File: config.mk
export PLATFORM = sky130hd
export DESIGN_NAME = load_align_unit
export DESIGN_NICKNAME = d
export VERILOG_FILES = /design/src/rtl/load_align_unit.sv
export SDC_FILE = /design/constraint.sdc
export NUM_CORES = 1
export LEC_CHECK = 0
export ABC_AREA = 1
export CORE_UTILIZATION = 35
export CTS_CLUSTER_SIZE = 20
export DETAILED_ROUTE_END_ITERATION = 6
export HOLD_SLACK_MARGIN = 0.06
export PLACE_DENSITY = 0.6
export SYNTH_ARGS = -nofsm -noshare
export SYNTH_HDL_FRONTEND = slang
export SYNTH_SLANG_ARGS = --single-unit
File: constraint.sdc
create_clock -name clk -period 2.6 [get_ports clk]
set_input_delay 0.39 -clock clk [delete_from_list [all_inputs] [get_ports clk]]
set_output_delay 0.39 -clock clk [all_outputs]
set_load 0.01 [all_outputs]
File: src/rtl/load_align_unit.sv
// Sequential load unit: issues one or two aligned bus reads per load request,
// then merges, shifts and extends the requested bytes into the response.
package common;
  typedef enum logic [1:0] {
    MSIZE1 = 2'd0,
    MSIZE2 = 2'd1,
    MSIZE4 = 2'd2,
    MSIZE8 = 2'd3
  } msize_t;
endpackage

module load_align_unit
  import common::*;
#(
  parameter int unsigned XLEN             = 64,
  parameter bit          SPLIT_MISALIGNED = 1'b1
) (
  input  logic            clk,
  input  logic            reset,
  input  logic            req_valid,
  output logic            req_ready,
  input  logic [XLEN-1:0] req_addr,
  input  msize_t          req_size,
  input  logic            req_unsigned,
  output logic            bus_valid,
  output logic [XLEN-1:0] bus_addr,
  input  logic            bus_ok,
  input  logic [XLEN-1:0] bus_data,
  output logic            resp_valid,
  input  logic            resp_ready,
  output logic [XLEN-1:0] resp_data,
  output logic            resp_error
);

  localparam int unsigned WB   = XLEN / 8;
  localparam int unsigned OFFW = $clog2(WB);
  localparam int unsigned PW   = 2 * XLEN;

  typedef enum logic [1:0] {IDLE, BEAT0, BEAT1, RESP} state_t;

  state_t          state;
  logic [OFFW-1:0] off_q;
  msize_t          size_q;
  logic            uns_q;
  logic            split_q;
  logic [XLEN-1:0] lo_q;

  logic [OFFW-1:0] req_off;
  int unsigned     req_nbytes;
  logic            req_split;
  logic            req_illegal;

  always_comb begin
    req_off     = req_addr[OFFW-1:0];
    req_nbytes  = 32'd1 << req_size;
    req_split   = (32'(req_off) + req_nbytes) > WB;
    req_illegal = (req_nbytes > WB) ||
                  (!SPLIT_MISALIGNED && ((32'(req_off) & (req_nbytes - 32'd1)) != 32'd0));
  end

  // Shift the {hi, lo} pair down to the requested bytes, then extend.
  function automatic logic [XLEN-1:0] merge(input logic [PW-1:0] pair,
                                            input logic [OFFW-1:0] off,
                                            input msize_t sz, input logic uns);
    logic [XLEN-1:0] sh;
    logic [XLEN-1:0] keep;
    logic            sgn;
    int unsigned     nbits;
    sh    = XLEN'(pair >> {off, 3'b000});
    nbits = 32'd8 << sz;
    keep  = (XLEN'(1) << nbits) - XLEN'(1);
    case (sz)
      MSIZE1:  sgn = sh[7];
      MSIZE2:  sgn = sh[15];
      MSIZE4:  sgn = sh[31];
      default: sgn = sh[XLEN-1];
    endcase
    sgn = sgn && !uns;
    return (sh & keep) | (sgn ? ~keep : '0);
  endfunction

  always_ff @(posedge clk or negedge reset) begin
    if (!reset) begin
      state      <= IDLE;
      req_ready  <= 1'b0;
      bus_valid  <= 1'b0;
      bus_addr   <= '0;
      resp_valid <= 1'b0;
      resp_data  <= '0;
      resp_error <= 1'b0;
      off_q      <= '0;
      size_q     <= MSIZE1;
      uns_q      <= 1'b0;
      split_q    <= 1'b0;
      lo_q       <= '0;
    end else begin
      case (state)
        IDLE: begin
          req_ready <= 1'b1;
          if (req_valid && req_ready) begin
            req_ready <= 1'b0;
            off_q     <= req_off;
            size_q    <= req_size;
            uns_q     <= req_unsigned;
            split_q   <= req_split;
            if (req_illegal) begin
              state      <= RESP;
              resp_valid <= 1'b1;
              resp_error <= 1'b1;
              resp_data  <= '0;
            end else begin
              state     <= BEAT0;
              bus_valid <= 1'b1;
              bus_addr  <= req_addr & ~(XLEN'(WB) - XLEN'(1));
            end
          end
        end
        BEAT0: begin
          if (bus_ok) begin
            if (split_q) begin
              state    <= BEAT1;
              lo_q     <= bus_data;
              bus_addr <= bus_addr + XLEN'(WB);
            end else begin
              state      <= RESP;
              bus_valid  <= 1'b0;
              resp_valid <= 1'b1;
              resp_error <= 1'b0;
              resp_data  <= merge(PW'(bus_data), off_q, size_q, uns_q);
            end
          end
        end
        BEAT1: begin
          if (bus_ok) begin
            state      <= RESP;
            bus_valid  <= 1'b0;
            resp_valid <= 1'b1;
            resp_error <= 1'b0;
            resp_data  <= merge({bus_data, lo_q}, off_q, size_q, uns_q);
          end
        end
        RESP: begin
          if (resp_ready) begin
            state      <= IDLE;
            resp_valid <= 1'b0;
            req_ready  <= 1'b1;
          end
        end
        default: state <= IDLE;
      endcase
    end
  end

endmodule

==> flow_metrics.tcl, run 1 <==
set metrics [dict create \
    fin_nets 2928 \
    synth_top_area_share_pct 31.5 \
    drt-total-wl_mm 67.9 \
    worst_pin_slew_ns 0.898 \
    fin_crit_sh_pct 97.2 \
    critPathRequiredTime_ns 3.10 \
    grt_max_degree 92 \
    p_total_w 0.0306 \
    n_antenna_cell 0 \
    grt_pass1_vias 17645 \
    core_sq_um 45300 \
    synthesis.area_sq_um 16000 \
    yosys_warnings 0 \
    yosysTopAreaCell "dfrtp_1" \
    rows 78 \
    ios 268 \
    grt-ovfl-total 0 \
    syn_avg_cell_area_sq_um 6.26 \
    htreeDepth 1 \
    cts.sinks 202 \
    viasPerCell 5.34 \
    fp.dieH_um 216 \
    rsz0062_at_grt "false" \
    yosysSeqAreaShare_pct 31.5 \
    maxCapViolations 0 \
    path_clk_slew_ns 0.06 \
    power_density_nw_per_um2 1490 \
    cts_buffers 26 \
    insertion_delay_ns 0.58 \
    fin_area_sq_um 20600 \
    hold_violations 0 \
    hpwl_mm 51.2 \
    die_area_sq_um 46600 \
    start_util_pct 35.4 \
    drtPass1Iterations 7 \
    cts_tree "done" \
    min_path_type "in2async" \
    synthArstFlopShare_pct 100 \
    status "finished with violations" \
    vias 18145 \
    clockBufferDepth 3 \
    ys_dominant_reg_cell "dfrtp_1" \
    drtAntennaViolNets 0 \
    multi_input_area_sq_um 9110 \
    fmax_ghz 0.396 \
    crit_fanout 52 \
    ys_ff_latch 202 \
    path_class "reg2reg" \
    drive_above_1_share_pct 8.79 \
    place_congestion 0.948 \
    drc 2 \
    port_buffers 264 \
    nFillCells 4781 \
    syn_to_final_growth_pct 28.3 \
    initialDrtViolationCount 1904 \
    final_cell_mix "812 x nand2_1, 292 x o21ai_0, 276 x inv_1" \
    drv_slew 0 \
    end_kind "register" \
    fp.dieW_um 216 \
    period_minus_slack_ns 2.53 \
    grt_usage_pct 29.0 \
    post_drt_wl_per_cell_um 20.0 \
    antenna_found_initial 2 \
    whs_ns 0.404 \
    skew_ns 0.0249 \
    relSlewSlack_pct 40.1 \
    cp.arrival_ns 3.03 \
    failed_checks "design-rule violations" \
    yosys.cell_types.count 47 \
    cts-root-buf "clkbuf_16" \
    synth_edf_count 0 \
    start_kind "register" \
    leakage_nw 9.68 \
    seqCellArea_sq_um 5060 \
    grt_pass1_wl_mm 105 \
    final_common_cell "nand2_1" \
    synth_top_cells_by_area "dfrtp_1 32%, nand2_1 19%, o21ai_0 9.2%" \
    setup_tns_ns 0 \
    syn_inst 2561 \
    peakVddDrop_mv 0.759 \
    setup_viol 0 \
    post_dp_cell_area_sq_um 19600 \
]
[logic make-up after synthesis]
logic type                 after synthesis  synth area share, %
adders and majority gates               12                0.984
muxes                                   33                 2.19
buffers and inverters                  454                 11.9
DFF                                    202                 31.5
xor gates and xnor gates                23                 1.26
and+or+nand+nor                       1344                 35.4
other                                    1               0.0234
AOI/OAI and AO/OA                      492                 16.7
[path summary, 6_finish.rpt]
check	startpoint	to	slack (ns)	cells after the start
max	off_q[0]	resp_data[17]	0.07	11
min	reset	lo_q[16]	0.40	2
max reg2reg	off_q[0]	resp_data[17]	0.07	11
min reg2reg	lo_q[2]	lo_q[2]	0.49	2
max in group asynchronous	reset	bus_addr[21]	1.42	3
min in group clk	bus_data[43]	lo_q[43]	0.43	3
[per-layer routing]
metal | routed length, um | vias to the layer above | global-route usage [%]
li1 | - | 8688 | -
met1 | 29000 | 8530 | 38.3
met2 | 31700 | 781 | 47.8
met3 | 4070 | 146 | 3.30
met4 | 3190 | 0 | 12.5
met5 | 0 | - | 0
[worst max-delay path, stage by stage (launching register included)]
cell,delay [ns]
dfrtp_4,0.59
buf_12,0.25
buf_4,0.22
o21ai_0,0.15
o21ai_0,0.49
buf_4,0.21
nand2_1,0.04
a31oi_1,0.17
nand2_1,0.08
nand3_1,0.11
nand2_1,0.06
inv_1,0.05
[cells in the mapped netlist (9+ instances only)]
| cell type | count |
|---|---|
| a21oi_1 | 93 |
| a31oi_1 | 27 |
| buf_1 | 16 |
| buf_2 | 55 |
| buf_4 | 18 |
| clkbuf_1 | 69 |
| dfrtp_1 | 202 |
| ha_1 | 11 |
| inv_1 | 277 |
| mux2_2 | 17 |
| mux2i_1 | 16 |
| nand2_1 | 813 |
| nand2_2 | 10 |
| nand3_1 | 222 |
| nand4_1 | 29 |
| nor2_1 | 163 |
| nor3_1 | 34 |
| o211ai_1 | 33 |
| o21a_1 | 9 |
| o21ai_0 | 293 |
| o22ai_1 | 16 |
| or2_2 | 61 |
| xor2_1 | 17 |
[power breakdown]
part	leakage (nW)	switching (W)	internal (W)
Combinational	6.80	0.0123	0.00769
Clock	0.457	0.00158	0.00243
Sequential	2.43	0.00181	0.00480
[flip-flops by register name, summed over array words and instances, names as in the netlist, 2 cells and up]
name	count
size_q	2
lo_q	64
resp_data	64
bus_addr	61
state	2
off_q	3
[stage by stage]
step,cells,util [%],worst slack [ns]
2_1_floorplan,2563,-,0.559
3_3_place_gp,3351,43.3,0.0860
3_5_place_dp,3351,43.3,0.0890
4_1_cts,3400,45.4,0.122
5_1_grt,3400,45.4,0.00234
6_report,3400,45.4,0.0731
[area by class of cell]
cell class | count | share of cell area [%]
Multi-Input combinational cell | 1907 | 44.3
Sequential cell | 202 | 24.6
Timing Repair Buffer | 356 | 17.6
Inverter | 287 | 5.27
Clock buffer | 35 | 3.68
Tap cell | 600 | 3.65
Clock inverter | 13 | 0.846
[timing repair]
item                                    in CTS  in global routing
endpoints found under the setup margin       0                  3
buffers inserted                             0                  0
hold endpoints to repair                    56                  0
resized for setup                            0                  4
hold buffers                                 1                  0
(Power assumes the default switching activity.)
==> inputs of run 2 (changes only) <==
--- a/config.mk
+++ b/config.mk
@@ -9,8 +9,9 @@
 export CORE_UTILIZATION = 35
 export CTS_CLUSTER_SIZE = 20
 export DETAILED_ROUTE_END_ITERATION = 6
+export DONT_BUFFER_PORTS = 1
 export HOLD_SLACK_MARGIN = 0.06
-export PLACE_DENSITY = 0.6
+export PLACE_DENSITY = 0.53
 export SYNTH_ARGS = -nofsm -noshare
 export SYNTH_HDL_FRONTEND = slang
 export SYNTH_SLANG_ARGS = --single-unit
==> flow_metrics.tcl, run 2 (same netlist as run 1, synthesis figures left out) <==
set metrics [dict create \
    drt-total-wl_mm 71.7 \
    p_total_w 0.0287 \
    power_density_nw_per_um2 1520 \
    final_common_cell "nand2_1" \
    n_antenna_cell 0 \
    grt_pass1_wl_mm 108 \
    grt_pass1_vias 17057 \
    regToRegEndpoint "resp_data[3]" \
    finalWorstSetupSlack_ns 0.0741 \
    r2r-start "off_q[0]" \
    rows 78 \
    final_cell_mix "812 x nand2_1, 292 x o21ai_0, 276 x inv_1" \
    peakVddDrop_mv 0.730 \
    path_clk_slew_ns 0.07 \
    leakage_nw 9.12 \
    min_path_type "in2async" \
    fp.dieH_um 216 \
    drv_slew 0 \
    p_comb_share_pct 62.3 \
    status "finished with violations" \
    reg2reg_slack_ns 0.07 \
    cts_tree "done" \
    drc 0 \
    setup_viol 0 \
    fp.dieW_um 216 \
    switching_share_pct 54.5 \
    fin_nets 2782 \
    grt_usage_pct 30.2 \
    fin_crit_sh_pct 97.2 \
    preCtsSetupSlack_ns 0.0514 \
    cp.arrival_ns 3.01 \
    grt-ovfl-total 0 \
    syn_to_final_growth_pct 17.7 \
    reg_top3 "lo_q x64, resp_data x64, bus_addr x61" \
    clockBufferDepth 3 \
    intPower_w 0.0131 \
    p_sw_w 0.0157 \
    rsz0062_at_grt "false" \
    drive_above_1_share_pct 10.3 \
    drtPass1Iterations 7 \
    skew_ns 0.0163 \
    pwr-share-seq_pct 24.7 \
    cts_buffers 26 \
    holdBufCountCts 89 \
    insertion_delay_ns 0.56 \
    start_kind "register" \
    path_class "reg2reg" \
    grt_max_degree 203 \
    vias 17869 \
    post_drt_wl_per_cell_um 22.1 \
    failed_checks "negative hold slack" \
    cts_setup_buffers 0 \
    die_area_sq_um 46600 \
    htreeDepth 1 \
    drtAntennaViolNets 0 \
    antenna_found_initial 1 \
    period_minus_slack_ns 2.53 \
    clock_power_share_pct 13.1 \
    initialDrtViolationCount 2049 \
    rr_worst_depth 7 \
    maxCapViolations 0 \
    cts.sinks 202 \
    multi_input_area_sq_um 9100 \
    core_sq_um 45300 \
    nFillCells 4898 \
    whs_ns -0.471 \
    setup_tns_ns 0 \
    hold_violations 202 \
    seqCellArea_sq_um 5060 \
    port_buffers 0 \
    worst_pin_slew_ns 0.907 \
    ios 268 \
    crit_fanout 46 \
    cts-root-buf "clkbuf_16" \
    place_congestion 0.955 \
    start_util_pct 35.4 \
    fmax_ghz 0.396 \
    critPathRequiredTime_ns 3.09 \
    relSlewSlack_pct 39.6 \
    hpwl_mm 53.8 \
    viasPerCell 5.49 \
    end_kind "register" \
]
run 2: cell types whose count changed in the layout (fill, tap and decap cells not counted), moves of 8 or more:
cell             delta
clkdlybuf4s50_1   -263
dlygate4sd3_1      +88
buf_4              +38
buf_12              -8
run 2: timing repair:
action	4_1_cts	5_1_grt
resized for setup	0	2
endpoints found under the setup margin	0	4
hold endpoints to repair	291	202
run 2: final cells by class:
cell class | instances | share of cell area, %
Multi-Input combinational cell | 1907 | 48.3
Sequential cell | 202 | 26.8
Timing Repair Buffer | 210 | 10.5
Inverter | 287 | 5.75
Clock buffer | 37 | 4.10
Tap cell | 600 | 3.98
Clock inverter | 10 | 0.551
run 2: critical path, cell delays in order, from the launching register on:
cell and delay (ns):
dfrtp_4 0.50, buf_12 0.19, buf_12 0.19, o21ai_0 0.69, o21ai_0 0.34, nand2_1 0.12
nand3_1 0.19, a31oi_1 0.22
run 2: power by group through the flow:
stage                     sequential [W]  clock [W]  combinational (W)
final                            0.00708    0.00375             0.0179
after global routing             0.00726    0.00394             0.0197
after CTS                        0.00707    0.00383             0.0177
after detailed placement         0.00710          0             0.0175
after global placement           0.00710          0             0.0174
after floorplan                  0.00630          0             0.0120
run 2: metal layers:
layer / part of all wire (%) / up-vias / global-route usage, %
li1: - / 8399 / -
met5: 0 / - / 0
met1: 43 / 8472 / 41.3
met3: 7.8 / 138 / 4.43
met2: 45 / 860 / 48.3
met4: 4.0 / 0 / 10.8
run 2: through the flow:
stage / area, sq um / utilization [%] / hold WS, ns / std cells
final: 18900 / 41.6 / -0.471 / 3253
after detailed placement: 17100 / 37.7 / 0.113 / 3117
after global placement: 17100 / 37.7 / 0.114 / 3117
after CTS: 18900 / 41.6 / -0.490 / 3253
after global routing: 18900 / 41.6 / -0.491 / 3253
after floorplan: 16000 / - / 0.0944 / 2563
run 2: how the worst max path moves through the flow:
stage	start	to	slack, ns
after detailed placement	bus_addr[12]	bus_addr[58]	0.05
after CTS	bus_addr[12]	bus_addr[58]	0.03
after global routing	off_q[0]	resp_data[38]	0.03
after floorplan	state[0]	resp_data[36]	0.56
final	off_q[0]	resp_data[3]	0.07
after global placement	bus_addr[12]	bus_addr[58]	0.03
